File: src/rtl/pri_arbiter8_if.sv
// Handshake bundle for pri_arbiter8: active-low enable/requests in, registered grant status out.
interface pri_arbiter8_if;
    logic       EI;
    logic [7:0] REQ_N;
    logic [7:0] GNT_N;
    logic [2:0] A;
    logic       GS;
    logic       EO;
    logic       TIMEOUT;

    modport master (output EI, REQ_N, input GNT_N, A, GS, EO, TIMEOUT);
    modport slave  (input EI, REQ_N, output GNT_N, A, GS, EO, TIMEOUT);
endinterface

File: src/rtl/pri_arbiter8.sv
// pri_arbiter8: 8-way active-low arbiter with bounded hold time and a dead cycle between owners.
// Define ARB_ROUND_ROBIN_EN for rotating priority; otherwise fixed priority with line 7 highest.
module pri_arbiter8 #(
    parameter int MAX_HOLD = 16
) (
    input  logic          CLK,
    input  logic          RST,
    pri_arbiter8_if.slave bus
);
    typedef enum logic [1:0] {
        IDLE    = 2'd0,
        GRANT   = 2'd1,
        RELEASE = 2'd2
    } state_t;

    localparam logic [7:0] HOLD_LAST = 8'(MAX_HOLD - 1);

    state_t     state_q, state_d;
    logic [7:0] hold_q, hold_d;
    logic [7:0] gnt_n_q, gnt_n_d;
    logic [2:0] a_q, a_d;
    logic       gs_q, gs_d;
    logic       eo_q, eo_d;
    logic       timeout_q, timeout_d;
    logic [2:0] winner;

`ifdef ARB_ROUND_ROBIN_EN
    logic [2:0] last_q, last_d;

    // Scan from the farthest distance inward so the nearest requester below 'last' wins.
    function automatic logic [2:0] pick(input logic [7:0] req, input logic [2:0] last);
        logic [2:0] w;
        logic [2:0] idx;
        w = last;
        for (int k = 8; k >= 1; k--) begin
            idx = last - 3'(k);
            if (req[idx]) w = idx;
        end
        return w;
    endfunction

    assign winner = pick(~bus.REQ_N, last_q);
`else
    function automatic logic [2:0] pick(input logic [7:0] req);
        logic [2:0] w;
        w = 3'd0;
        for (int i = 0; i < 8; i++) begin
            if (req[i]) w = 3'(i);
        end
        return w;
    endfunction

    assign winner = pick(~bus.REQ_N);
`endif

    always_comb begin
        state_d   = state_q;
        hold_d    = hold_q;
        a_d       = a_q;
        timeout_d = 1'b0;
`ifdef ARB_ROUND_ROBIN_EN
        last_d    = last_q;
`endif
        case (state_q)
            IDLE: begin
                if (!bus.EI && bus.REQ_N != 8'hFF) begin
                    state_d = GRANT;
                    a_d     = winner;
                    hold_d  = 8'd0;
`ifdef ARB_ROUND_ROBIN_EN
                    last_d  = winner;
`endif
                end
            end
            GRANT: begin
                // Disable outranks release, which outranks the hold limit.
                if (bus.EI) begin
                    state_d = IDLE;
                end else if (bus.REQ_N[a_q]) begin
                    state_d = RELEASE;
                end else if (hold_q == HOLD_LAST) begin
                    state_d   = RELEASE;
                    timeout_d = 1'b1;
                end else begin
                    hold_d = hold_q + 8'd1;
                end
            end
            RELEASE: state_d = IDLE;
            default: state_d = IDLE;
        endcase

        gs_d    = (state_d != GRANT);
        gnt_n_d = (state_d == GRANT) ? ~(8'h01 << a_d) : 8'hFF;
        eo_d    = !(!bus.EI && state_d == IDLE && bus.REQ_N == 8'hFF);
    end

    always_ff @(posedge CLK or posedge RST) begin
        if (RST) begin
            state_q   <= IDLE;
            hold_q    <= 8'd0;
            gnt_n_q   <= 8'hFF;
            a_q       <= 3'd0;
            gs_q      <= 1'b1;
            eo_q      <= 1'b1;
            timeout_q <= 1'b0;
`ifdef ARB_ROUND_ROBIN_EN
            last_q    <= 3'd0;
`endif
        end else begin
            state_q   <= state_d;
            hold_q    <= hold_d;
            gnt_n_q   <= gnt_n_d;
            a_q       <= a_d;
            gs_q      <= gs_d;
            eo_q      <= eo_d;
            timeout_q <= timeout_d;
`ifdef ARB_ROUND_ROBIN_EN
            last_q    <= last_d;
`endif
        end
    end

    assign bus.GNT_N   = gnt_n_q;
    assign bus.A       = a_q;
    assign bus.GS      = gs_q;
    assign bus.EO      = eo_q;
    assign bus.TIMEOUT = timeout_q;
endmodule

File: src/flat_wrapper.sv
// flat-port wrapper written by rule: the top's interface ports become plain ports
module pri_arbiter8_flat 
#(
    parameter int MAX_HOLD = 16
)
  (CLK, RST, bus_EI, bus_REQ_N, bus_GNT_N, bus_A, bus_GS, bus_EO, bus_TIMEOUT);
  pri_arbiter8_if bus_i ();
  input  logic CLK;
  input  logic RST;
  input wire logic [$bits(bus_i.EI)-1:0] bus_EI;
  input wire logic [$bits(bus_i.REQ_N)-1:0] bus_REQ_N;
  output wire logic [$bits(bus_i.GNT_N)-1:0] bus_GNT_N;
  output wire logic [$bits(bus_i.A)-1:0] bus_A;
  output wire logic [$bits(bus_i.GS)-1:0] bus_GS;
  output wire logic [$bits(bus_i.EO)-1:0] bus_EO;
  output wire logic [$bits(bus_i.TIMEOUT)-1:0] bus_TIMEOUT;
  assign bus_i.EI = bus_EI;
  assign bus_i.REQ_N = bus_REQ_N;
  assign bus_GNT_N = bus_i.GNT_N;
  assign bus_A = bus_i.A;
  assign bus_GS = bus_i.GS;
  assign bus_EO = bus_i.EO;
  assign bus_TIMEOUT = bus_i.TIMEOUT;
  pri_arbiter8 #(.MAX_HOLD(MAX_HOLD)) u_core (.CLK(CLK), .RST(RST), .bus(bus_i));
endmodule
File: config.mk
export PLATFORM = sky130hd
export DESIGN_NAME = pri_arbiter8_flat
export DESIGN_NICKNAME = d
export VERILOG_FILES = /design/src/rtl/pri_arbiter8_if.sv /design/src/rtl/pri_arbiter8.sv /design/src/flat_wrapper.sv
export SDC_FILE = /design/constraint.sdc
export NUM_CORES = 1
export LEC_CHECK = 0
export CORE_AREA = 3 3 49 68
export DETAILED_ROUTE_END_ITERATION = 6
export DIE_AREA = 0 0 52 71
export GPL_ROUTABILITY_DRIVEN = 0
export GPL_TIMING_DRIVEN = 0
export PLACE_DENSITY = 0.81
export SLEW_MARGIN = 20
export SYNTH_ARGS = -nofsm -noshare
export SYNTH_HDL_FRONTEND = slang
export SYNTH_SLANG_ARGS = --single-unit
File: constraint.sdc
create_clock -name CLK -period 2.2 [get_ports CLK]
set_clock_uncertainty 0.1 [all_clocks]
set_input_delay 0.22 -clock CLK [delete_from_list [all_inputs] [get_ports CLK]]
set_output_delay 0.22 -clock CLK [all_outputs]
set_load 0.05 [all_outputs]
# Yosys cells after proc, flatten, opt, wreduce, memory -nomap -nowiden
# Index checks and enable logic that the tools add are counted.
[classes] n_shift=1 addsub=1 reduce_logical=9 order_cmp=1 muxes=26 n_bitwise=2 n_eq_ne=10
[ops] operator="2-to-1 mux 8 bit" n=5
[ops] operator="2-to-1 mux 3 bit" n=6
[ops] operator="NOT 8 bit" n=2
[ops] operator="one-hot mux 8 bit (2 select lines)" n=1
[ops] operator="2-to-1 mux 2 bit" n=6
[ops] operator="adder 8 x 1 -> 8 bit, second input constant" n=1
[ops] operator="equality test 8 x 4 -> 1 bit, second input constant" n=1
[ops] operator="equality test 8 bit, second input constant" n=1
[ops] operator="inequality test 8 bit, second input constant" n=1
[ops] operator="<< shifter 1 x 3 -> 8 bit, first input constant" n=1
[ops] operator="2-to-1 mux 1 bit" n=6
[ops] operator="inequality test 2 bit, second input constant" n=3
[ops] operator="AND reduction 5 bit" n=1
[ops] operator="equality test 2 x 1 -> 1 bit, second input constant" n=2
[ops] operator="logical NOT 2 bit" n=2
[ops] operator="less-than comparator 3 x 4 -> 1 bit, second input constant" n=1
[ops] operator="inequality test 2 x 1 -> 1 bit, second input constant" n=2
[ops] operator="one-hot mux 2 bit (2 select lines)" n=1
[ops] operator="binary-select mux 1 bit (select 3 bit)" n=1
[ops] operator="logical AND 1 bit" n=3
[ops] operator="logical NOT 1 bit" n=2
[ops] operator="nonzero test 2 bit" n=1
[word_totals] inputBits=11 regBits=24 out_inout_bits=14

# Longest topological paths before layout
# Gate-level depths: netlist (run 1).
[depth] ltp_word=13 mapped_depth=5 ltp_nobuf=5

# Worst setup path before layout (run 1)
# OpenSTA, ideal clock, no wires.
[synth_path] kind="flip-flop to flip-flop" from="reg u_core.a_q[2] (netlist: u_core.bus.A[2])" to="reg u_core.hold_q[2]" stages_incl_launch_ff=6 setup_slack_ns=-0.233 path_buffers=1 synth_period_minus_slack_ns=2.433 setup_time_ns=0.079 arrival_ns=2.253 path_cell_list="dfrtp_1 > mux2_2 > mux4_2 > buf_6 > nor4_1 > mux2i_1"
[synth_between] elab_chain_len=4
[synth_rtl] item="from (decl)" line_no="pri_arbiter8.sv:21" rtl="logic [2:0] a_q, a_d;"
[synth_rtl] item="from (signal assigned)" line_no="pri_arbiter8.sv:102" rtl="a_q <= 3'd0;"
[synth_rtl] item="from (signal assigned)" line_no="pri_arbiter8.sv:113" rtl="a_q <= a_d;"
[synth_rtl] item="binary-select mux 1 bit (select 3 bit)" line_no="pri_arbiter8.sv:79" rtl="end else if (bus.REQ_N[a_q]) begin"
[synth_rtl] item="2-to-1 mux 1 bit (not written as such)" line_no="pri_arbiter8.sv:79"
[synth_rtl] item="inequality test 2 bit (no line)"
[synth_rtl] item="AND reduction 5 bit (no line)"
[synth_rtl] item="to (signal assigned)" line_no="pri_arbiter8.sv:111" rtl="hold_q <= hold_d;"
[synth_rtl] item="to (decl)" line_no="pri_arbiter8.sv:19" rtl="logic [7:0] hold_q, hold_d;"
# Every way passes these cells. The select of a mux whose other input is x is not followed.
# A chain may end at the register's enable or synchronous reset.

# Worst setup path after layout (run 1)
[layout_path] from="reg u_core.a_q[2] (netlist: u_core.bus.A[2])" to="reg u_core.gnt_n_q[5] (netlist: u_core.bus.GNT_N[5])"
[layout_between] elab_chain_len=7
[layout_rtl] item="binary-select mux 1 bit (select 3 bit)" line_no="pri_arbiter8.sv:79"
[layout_rtl] item="2-to-1 mux 1 bit (not written as such)" line_no="pri_arbiter8.sv:79"
[layout_rtl] item="2-to-1 mux 2 bit" line_no="pri_arbiter8.sv:79"
[layout_rtl] item="2-to-1 mux 2 bit" line_no="pri_arbiter8.sv:77" rtl="if (bus.EI) begin"
[layout_rtl] item="one-hot mux 2 bit (2 select lines)" line_no="pri_arbiter8.sv:64" rtl="case (state_q)"
[layout_rtl] item="equality test 2 x 1 -> 1 bit" line_no="pri_arbiter8.sv:93" rtl="gnt_n_d = (state_d == GRANT) ? ~(8'h01 << a_d) : 8'hFF;"
[layout_rtl] item="2-to-1 mux 8 bit (*)" line_no="pri_arbiter8.sv:93"
[layout_rtl] item="named net u_core.gnt_n_d[5]" line_no="pri_arbiter8.sv:20" rtl="logic [7:0] gnt_n_q, gnt_n_d;"
[layout_rtl] item="to (signal assigned)" line_no="pri_arbiter8.sv:112" rtl="gnt_n_q <= gnt_n_d;"
[layout_rtl] item="to (decl)" line_no="pri_arbiter8.sv:20"
# The timed path passes the listed nets; every way through them passes the cells marked *. The select of a mux whose other input is x is not followed.

==> results of run 1 <==
## placed cells by master, fill, tap and decap left out, types with 2 or more instances in the layout
cell type / instances
o21ai_0: 5
clkdlybuf4s50_1: 24
nor3_1: 3
nor2_1: 3
nor4_4: 2
and2_1: 2
nand2b_1: 2
dfrtp_1: 13
inv_1: 6
nand4_1: 10
o31ai_4: 2
dfstp_2: 10
o21a_1: 2
or4_1: 2
nand3_1: 3
o211ai_1: 5
mux2_4: 4
mux2i_1: 6
clkbuf_8: 4
nand2_1: 16
## timing repair
action / in CTS / in global routing
setup buffers: 1 / 0
endpoints found under the hold margin: 0 / 0
resized for setup: 0 / 12
gates cloned: 0 / 1
pin swaps: 0 / 6
endpoints found under the setup margin: 5 / 13
## layout make-up
cell class	instances	area (sq um)	share of cell area (%)
multi-input cells	83	698	40.4
flip-flops and latches	24	614	35.6
repair buffers	26	273	15.8
clock buffers	4	55.1	3.19
well taps	37	46.3	2.68
inverters	6	22.5	1.30
plain buffers	2	18.8	1.09
## per-stage QoR
step / setup TNS (ps) / power (mW) / instances / util, %
6_report: 0 / 1.97 / 182 / 60.7
5_1_grt: -404 / 2.07 / 182 / 60.7
4_1_cts: -55.1 / 1.82 / 181 / 57.1
3_5_place_dp: -3310 / 1.51 / 176 / 54.9
3_3_place_gp: -2590 / 1.49 / 176 / 54.9
2_1_floorplan: -41.0 / 1.26 / 115 / -
## worst max path at each step
stage	start	endpoint	slack [ps]	cells past startpoint
final	u_core.bus.A[2]$_DFF_PP0_	u_core.bus.GNT_N[5]$_DFF_PP1_	5	4
after global routing	u_core.bus.A[2]$_DFF_PP0_	u_core.hold_q[5]$_DFFE_PP0P_	-80	5
after CTS	u_core.bus.A[2]$_DFF_PP0_	u_core.bus.GNT_N[5]$_DFF_PP1_	-20	4
after detailed placement	bus_REQ_N[6]	u_core.bus.GNT_N[5]$_DFF_PP1_	-270	5
after global placement	bus_REQ_N[6]	u_core.bus.GNT_N[5]$_DFF_PP1_	-230	5
after floorplan	u_core.bus.A[2]$_DFF_PP0_	u_core.hold_q[2]$_DFFE_PP0P_	-20	5
## power by group
group	internal, mW	switching, mW
Clock	0.160	0.135
Sequential	0.552	0.0856
Combinational	0.399	0.635
Total	1.11	0.855
## state kept, by name, summed over array words and instances, names as in the netlist
register	cells
u_core.bus.GNT_N	8
u_core.hold_q	8
u_core.bus.A	3
u_core.state_q	2
u_core.bus.EO	1
u_core.bus.GS	1
u_core.bus.TIMEOUT	1
## worst register-to-register path: stages (launching register included)
cell      delay (ps)
dfrtp_2          460
mux2_4           310
mux4_2           610
o41ai_4          470
o211ai_1         160
## cells by family after synthesis
group                    after synthesis  share of synthesized area [%]
AO/OA/AOI/OAI                         20                           12.1
adder cells (fa/ha/maj)                1                           1.02
buffers and inverters                  8                           3.05
flip-flops                            24                           49.8
multiplexers                          11                           10.4
AND/OR/NAND/NOR                       51                           23.6
## per-layer routing
layer  wire, um  track usage (%)  up-vias
met2       1530             27.6       34
met3        113             1.26        6
met4         57             8.16        0
met1       1150             19.0      523
met5          0                0        -
li1           -                -      499
==> flow_summary.json, run 1 <==
{
  "status": "complete, no violations",
  "critPathBufInv": 0,
  "place_ws_ps": -267,
  "layout_min_cycle_time_ps": 2200,
  "max_freq_mhz": 455,
  "ys_ff_latch": 24,
  "hold_class": "input pin to asynchronous set/reset pin",
  "place_hpwl_um": 1970,
  "setup_viol": 0,
  "reg2reg_from": "u_core.bus.A[2]$_DFF_PP0_",
  "fin_crit_sh_pct": 99.8,
  "drv_slew": 0,
  "ant_nets": 0,
  "critPathRequiredTime_ps": 2270,
  "placed_cell_area_sq_mm": 0.00157,
  "die_w_um": 52,
  "gr-usage-all-layers_pct": 15.9,
  "cts-htree-levels": 1,
  "p_leak_nw": 0.675,
  "grt_max_degree": 25,
  "critPathMaxStageDelay_ps": 610,
  "grt_pass1_wl_um": 4540,
  "clk_path_buf_depth": 2,
  "worst_pin_slew_ps": 882,
  "cp.arrival_ps": 2260,
  "clock_sinks": 24,
  "worstPathMaxFanout": 6,
  "worstSkewPairLatency_ps": 260,
  "wl_per_cell_um": 15.7,
  "cap_violations": 0,
  "synth_warnings": 0,
  "reg2reg_depth": 4,
  "core_sq_mm": 0.00285,
  "area_delta_synth_final_pct": 40.5,
  "grt_pass1_vias": 1037,
  "routed_wl_um": 2850,
  "irDropWorstVdd_uv": 851,
  "drcViolationCount": 0,
  "synthArstFlopShare_pct": 100,
  "syn-instance-count": 115,
  "p_per_area_mw_per_mm2": 1140,
  "netlist_area_sq_mm": 0.00123,
  "synthTopCellsByCount": "nand2_1 (16), dfrtp_1 (14), dfstp_2 (10), nand4_1 (10)",
  "cts_tree": "yes",
  "startpoint_type": "flop",
  "io_pins": 25,
  "clk_pin_slew_ps": 80,
  "ff2ff_setup_slack_ps": 5,
  "crit_type": "flop to flop",
  "synth_top_area_share_pct": 28.5,
  "synth_fp_nets": 127,
  "rsz0062_at_grt": "yes",
  "vias": 1062,
  "antennaDiodeCount": 0,
  "synth_most_common_cell": "nand2_1",
  "drtIter0Drc": 37,
  "syn_area_per_cell_sq_um": 10.7,
  "initial_core_util_pct": 43.2,
  "r2r_end": "u_core.bus.GNT_N[5]$_DFF_PP1_",
  "timing.final.hold_violations": 0,
  "synth_edf_count": 0,
  "detail_route.vias_per_cell": 5.84,
  "hold_buffers": 0,
  "die_y_um": 71,
  "final_cell_area_sq_mm": 0.00173,
  "firstDrtPassIters": 4,
  "crit_family": "multiplexers",
  "overflow": 0,
  "cts-root-buf": "clkbuf_8",
  "yosysUniqueCellTypes": 34,
  "cp-end-kind": "flop",
  "drive_gt1_share_pct": 25.5,
  "synth.area.top_cells": "dfrtp_1 (28%), dfstp_2 (21%), nand4_1 (5.1%), mux2i_1 (4.9%), nand2_1 (4.9%)",
  "synth_flop_cell": "dfrtp_1",
  "numCtsBuffers": 3,
  "rows": 23,
  "io_buffer_count": 24,
  "slew_headroom_pct": 41.2,
  "hold_slack_ps": 334,
  "layout.nets": 158,
  "ys_seq_area_share_pct": 49.8,
  "dieArea_sq_mm": 0.00369,
  "synth_top_area_cell": "dfrtp_1",
  "slowest_stage": "mux4_2",
  "fill_cells": 216,
  "path_cells": "mux2_4 -> mux4_2 -> o41ai_4 -> o211ai_1",
  "fin_ws_ps": 4.58,
  "antenna_found_initial": 0
}
(Power assumes the default switching activity.)
==> run 2: changes to the inputs <==
--- a/config.mk
+++ b/config.mk
@@ -5,12 +5,12 @@
 export SDC_FILE = /design/constraint.sdc
 export NUM_CORES = 1
 export LEC_CHECK = 0
-export CORE_AREA = 3 3 49 68
+export CORE_AREA = 3 3 57 59
 export DETAILED_ROUTE_END_ITERATION = 6
-export DIE_AREA = 0 0 52 71
+export DIE_AREA = 0 0 60 62
 export GPL_ROUTABILITY_DRIVEN = 0
 export GPL_TIMING_DRIVEN = 0
-export PLACE_DENSITY = 0.81
+export PLACE_DENSITY = 0.8
 export SLEW_MARGIN = 20
 export SYNTH_ARGS = -nofsm -noshare
 export SYNTH_HDL_FRONTEND = slang
==> flow_summary.json, run 2 (synthesis results as in run 1) <==
{
  "cts-htree-levels": 1,
  "path_cells": "mux2_4 -> mux4_2 -> buf_6 -> nor4_4 -> mux2i_1",
  "place_hpwl_um": 2020,
  "drv_slew": 0,
  "reg2reg_depth": 5,
  "layout_min_cycle_time_ps": 2200,
  "cp.arrival_ps": 2360,
  "worstSkewPairLatency_ps": 320,
  "fin_util_pct": 59.4,
  "internal_power_mw": 1.01,
  "layout.nets": 156,
  "status": "finished with violations",
  "ff2ff_setup_slack_ps": -4,
  "cts_tree": "yes",
  "critPathRequiredTime_ps": 2360,
  "cp-end-kind": "flop",
  "initial_core_util_pct": 44.6,
  "crit_family": "multiplexers",
  "grt_pass1_wl_um": 4460,
  "reg2reg_from": "u_core.bus.A[2]$_DFF_PP0_",
  "power.net_switching_mw": 0.822,
  "r2r_end": "u_core.hold_q[2]$_DFFE_PP0P_",
  "irDropWorstVdd_uv": 896,
  "p_total_mw": 1.83,
  "violations": "negative setup slack",
  "clock_power_share_pct": 15.5,
  "worstPathMaxFanout": 10,
  "dieArea_sq_mm": 0.00372,
  "max_freq_mhz": 454,
  "routed_wl_um": 2790,
  "startpoint_type": "flop",
  "vias": 1012,
  "hold_class": "input pin to asynchronous set/reset pin",
  "firstDrtPassIters": 4,
  "numCtsBuffers": 3,
  "die_w_um": 60,
  "worst_pin_slew_ps": 918,
  "slew_headroom_pct": 38.7,
  "overflow": 0,
  "p_leak_nw": 0.652,
  "io_pins": 25,
  "pwr-share-comb_pct": 49.8,
  "gr-usage-all-layers_pct": 16.5,
  "grt_pass1_vias": 984,
  "die_y_um": 62,
  "antenna_found_initial": 0,
  "timing.final.hold_violations": 0,
  "crit_type": "flop to flop",
  "cap_violations": 0,
  "clk_path_buf_depth": 2,
  "clk_pin_slew_ps": 140,
  "slowest_stage": "mux4_2",
  "placed_cell_area_sq_mm": 0.00156,
  "final_cell_area_sq_mm": 0.00164,
  "ant_nets": 0,
  "cts-root-buf": "clkbuf_4",
  "drcViolationCount": 0,
  "grt_max_degree": 25,
  "p_per_area_mw_per_mm2": 1120,
  "io_buffer_count": 24,
  "most-common-layout-cells": "clkdlybuf4s50_1 (24), nand2_1 (16), dfrtp_1 (13)",
  "antennaDiodeCount": 0,
  "seq_power_share_pct": 34.7,
  "critPathBufInv": 1,
  "setup_viol": 2,
  "area_delta_synth_final_pct": 33.2,
  "detail_route.vias_per_cell": 5.82,
  "wl_per_cell_um": 16.0,
  "switching_share_pct": 44.8,
  "rsz0062_at_grt": "yes",
  "core_sq_mm": 0.00276,
  "critPathMaxStageDelay_ps": 550,
  "fin_crit_sh_pct": 100,
  "final_common_cell": "clkdlybuf4s50_1",
  "drive_gt1_share_pct": 22.4,
  "clock_sinks": 24,
  "rows": 19,
  "place_ws_ps": -257,
  "fin_ws_ps": -3.50,
  "drtIter0Drc": 36
}
==> run 2: final cells by class <==
type | count | area [sq um]
Fill cell | 224 | 1120
Multi-Input combinational cell | 83 | 659
Sequential cell | 24 | 614
Timing Repair Buffer | 24 | 240
Clock buffer | 4 | 47.5
Tap cell | 31 | 38.8
Inverter | 6 | 22.5
Buffer | 2 | 15.0
==> run 2: worst register-to-register path: stages (launching register included) <==
cell,delay (ps)
dfrtp_2,500
mux2_4,310
mux4_2,550
buf_6,200
nor4_4,260
mux2i_1,220
==> run 2: power groups by stage <==
stage	sequential, mW	clock (mW)	combinational, mW
6_report	0.636	0.284	0.914
5_1_grt	0.651	0.306	0.959
4_1_cts	0.635	0.284	0.880
3_5_place_dp	0.644	0	0.869
3_3_place_gp	0.639	0	0.854
2_1_floorplan	0.852	0	0.413
==> run 2: how the worst max path moves through the flow <==
stage                                          from                            end  slack (ps)  depth (start not counted)
after CTS                 u_core.bus.A[2]$_DFF_PP0_  u_core.bus.GNT_N[5]$_DFF_PP1_         -40                          4
after detailed placement               bus_REQ_N[6]  u_core.bus.GNT_N[5]$_DFF_PP1_        -260                          5
after global placement                 bus_REQ_N[6]  u_core.bus.GNT_N[7]$_DFF_PP1_        -230                          5
after floorplan           u_core.bus.A[2]$_DFF_PP0_   u_core.hold_q[2]$_DFFE_PP0P_         -20                          5
after global routing      u_core.bus.A[2]$_DFF_PP0_   u_core.hold_q[2]$_DFFE_PP0P_        -110                          5
final                     u_core.bus.A[2]$_DFF_PP0_   u_core.hold_q[2]$_DFFE_PP0P_          -4                          5
==> run 2: per-stage QoR <==
stage          TNS (ps)  instances  hold WS, ps
2_1_floorplan     -41.0        115          127
3_3_place_gp      -2420        170          371
3_5_place_dp      -3250        170          386
4_1_cts            -160        174          311
5_1_grt            -335        174          332
6_report          -4.70        174          279
==> run 2: layer usage <==
metal  GRT usage, %  up-vias  wire (um)  share of wire [%]
met5              0        -          0                  0
met4           10.1        0         68                2.4
met3           2.07        6         90                3.2
met2           29.5       22       1400                 50
met1           18.8      489       1230                 44
li1               -      495          -                  -
==> run 2: timing repair <==
item                       in CTS  in global routing
setup buffers                   0                  0
resized for setup               1                  4
pin swaps                       0                  4
setup endpoints to repair       6                 16
hold buffers                    0                  0
==> run 3: changes to the inputs <==
--- a/config.mk
+++ b/config.mk
@@ -5,12 +5,12 @@
 export SDC_FILE = /design/constraint.sdc
 export NUM_CORES = 1
 export LEC_CHECK = 0
-export CORE_AREA = 3 3 57 59
+export CORE_AREA = 2 2 60 62
 export DETAILED_ROUTE_END_ITERATION = 6
-export DIE_AREA = 0 0 60 62
+export DIE_AREA = 0 0 62 64
 export GPL_ROUTABILITY_DRIVEN = 0
 export GPL_TIMING_DRIVEN = 0
-export PLACE_DENSITY = 0.8
+export PLACE_DENSITY = 0.72
 export SLEW_MARGIN = 20
 export SYNTH_ARGS = -nofsm -noshare
 export SYNTH_HDL_FRONTEND = slang
==> flow_summary.json, run 3 (synthesis results as in run 1) <==
{
  "die_y_um": 64,
  "dieArea_sq_mm": 0.00397,
  "max_freq_mhz": 443,
  "rsz0062_at_grt": "yes",
  "initial_core_util_pct": 37.4,
  "ant_nets": 0,
  "violations": "negative setup slack",
  "detail_route.vias_per_cell": 5.46,
  "critPathBufInv": 2,
  "place_hpwl_um": 1950,
  "fin_ws_ps": -55.3,
  "use_met2_pct": 24.1,
  "cp-end-kind": "flop",
  "clk_pin_slew_ps": 130,
  "placed_cell_area_sq_mm": 0.00158,
  "critPathMaxStageDelay_ps": 580,
  "die_w_um": 62,
  "cap_violations": 0,
  "worstSkewPairLatency_ps": 320,
  "p_leak_nw": 0.652,
  "critPathRequiredTime_ps": 2310,
  "hold_class": "input pin to asynchronous set/reset pin",
  "io_pins": 25,
  "worst_pin_slew_ps": 917,
  "overflow": 0,
  "antenna_found_initial": 0,
  "setup_viol": 3,
  "grt_max_degree": 25,
  "core_sq_mm": 0.00328,
  "grt_util_met1_pct": 17.7,
  "final_cell_area_sq_mm": 0.00166,
  "cts_tree": "yes",
  "drtIter0Drc": 92,
  "fill_cells": 303,
  "wl_per_cell_um": 14.2,
  "place_ws_ps": -284,
  "hold_buffers": 0,
  "crit_type": "flop to flop",
  "rows": 21,
  "grt_pass1_wl_um": 4390,
  "antennaDiodeCount": 0,
  "most-common-layout-cells": "clkdlybuf4s50_1 (24), nand2_1 (16), dfrtp_1 (13)",
  "gr-usage-all-layers_pct": 14.7,
  "drcViolationCount": 0,
  "io_buffer_count": 24,
  "routed_wl_um": 2720,
  "cp.arrival_ps": 2370,
  "fin_util_pct": 50.6,
  "startpoint_type": "flop",
  "grt.busiest_layer": "met2",
  "final_common_cell": "clkdlybuf4s50_1",
  "reg2reg_depth": 6,
  "firstDrtPassIters": 4,
  "clk_path_buf_depth": 2,
  "grtUsageMet3_pct": 3.44,
  "cp.depth": 6,
  "fin_crit_sh_pct": 103,
  "timing.final.hold_violations": 0,
  "tns_ps": -78.1,
  "drive_gt1_share_pct": 22.1,
  "crit_family": "multiplexers",
  "area_delta_synth_final_pct": 35.0,
  "path_cells": "mux2_4 -> mux4_2 -> buf_8 -> buf_12 -> o31ai_1 -> a21oi_1",
  "layout_min_cycle_time_ps": 2260,
  "cts-root-buf": "clkbuf_4",
  "layout.nets": 158,
  "cts-htree-levels": 1,
  "status": "finished with violations",
  "grt_pass1_vias": 1045,
  "drv_slew": 0,
  "slew_headroom_pct": 38.8,
  "numCtsBuffers": 3,
  "clock_sinks": 24,
  "vias": 1043,
  "p_per_area_mw_per_mm2": 1100,
  "irDropWorstVdd_uv": 303,
  "slowest_stage": "mux4_2",
  "worstPathMaxFanout": 8
}
run 3: changes by cell type in the layout (fill, tap and decap cells not counted), sizes merged:
cell  previous run  this run
buf              1         3
run 3: area by class of cell:
class	count	area, sq um	area share [%]
timing repair buffer	26	268	16.1
buffer	2	18.8	1.13
inverter	6	22.5	1.36
multi-input combinational	83	653	39.3
tap	46	57.6	3.47
clock buffer	4	26.3	1.58
sequential	24	614	37.0
run 3: worst paths after layout:
check / start / to / slack (ps)
min: RST / u_core.hold_q[6]$_DFFE_PP0P_ / 290
min reg2reg: u_core.hold_q[7]$_DFFE_PP0P_ / u_core.hold_q[7]$_DFFE_PP0P_ / 400
min in group CLK: u_core.hold_q[7]$_DFFE_PP0P_ / u_core.hold_q[7]$_DFFE_PP0P_ / 400
max reg2reg: u_core.bus.A[2]$_DFF_PP0_ / u_core.hold_q[6]$_DFFE_PP0P_ / -60
max in group asynchronous: RST / u_core.bus.A[2]$_DFF_PP0_ / 1100
max: u_core.bus.A[2]$_DFF_PP0_ / u_core.hold_q[6]$_DFFE_PP0P_ / -60
run 3: worst reg2reg max path: stages, from the launching register on:
cell     delay (ps)
dfrtp_2         480
mux2_4          310
mux4_2          580
buf_8           200
buf_12          130
o31ai_1         260
a21oi_1         100
run 3: through the flow:
step	hold WS, ps	power (mW)	cells
floorplan	127	1.26	115
global placement	365	1.49	185
detailed placement	389	1.51	185
CTS	319	1.72	190
global route	385	1.93	191
finish	287	1.82	191
run 3: metal layers:
layer | vias to the layer above | wire, um
li1 | 492 | -
met2 | 31 | 1320
met5 | - | 0
met4 | 0 | 48
met1 | 515 | 1210
met3 | 5 | 137
run 3: repair_timing:
action                                  CTS  global route
pin swaps                                 1             4
setup buffers                             1             1
resized for setup                         0             5
endpoints found under the setup margin    9            13
endpoints found under the hold margin     0             0
run 3: where the power goes:
part | switching (mW) | internal, mW
logic | 0.601 | 0.391
registers | 0.0820 | 0.552
clock network | 0.126 | 0.0709
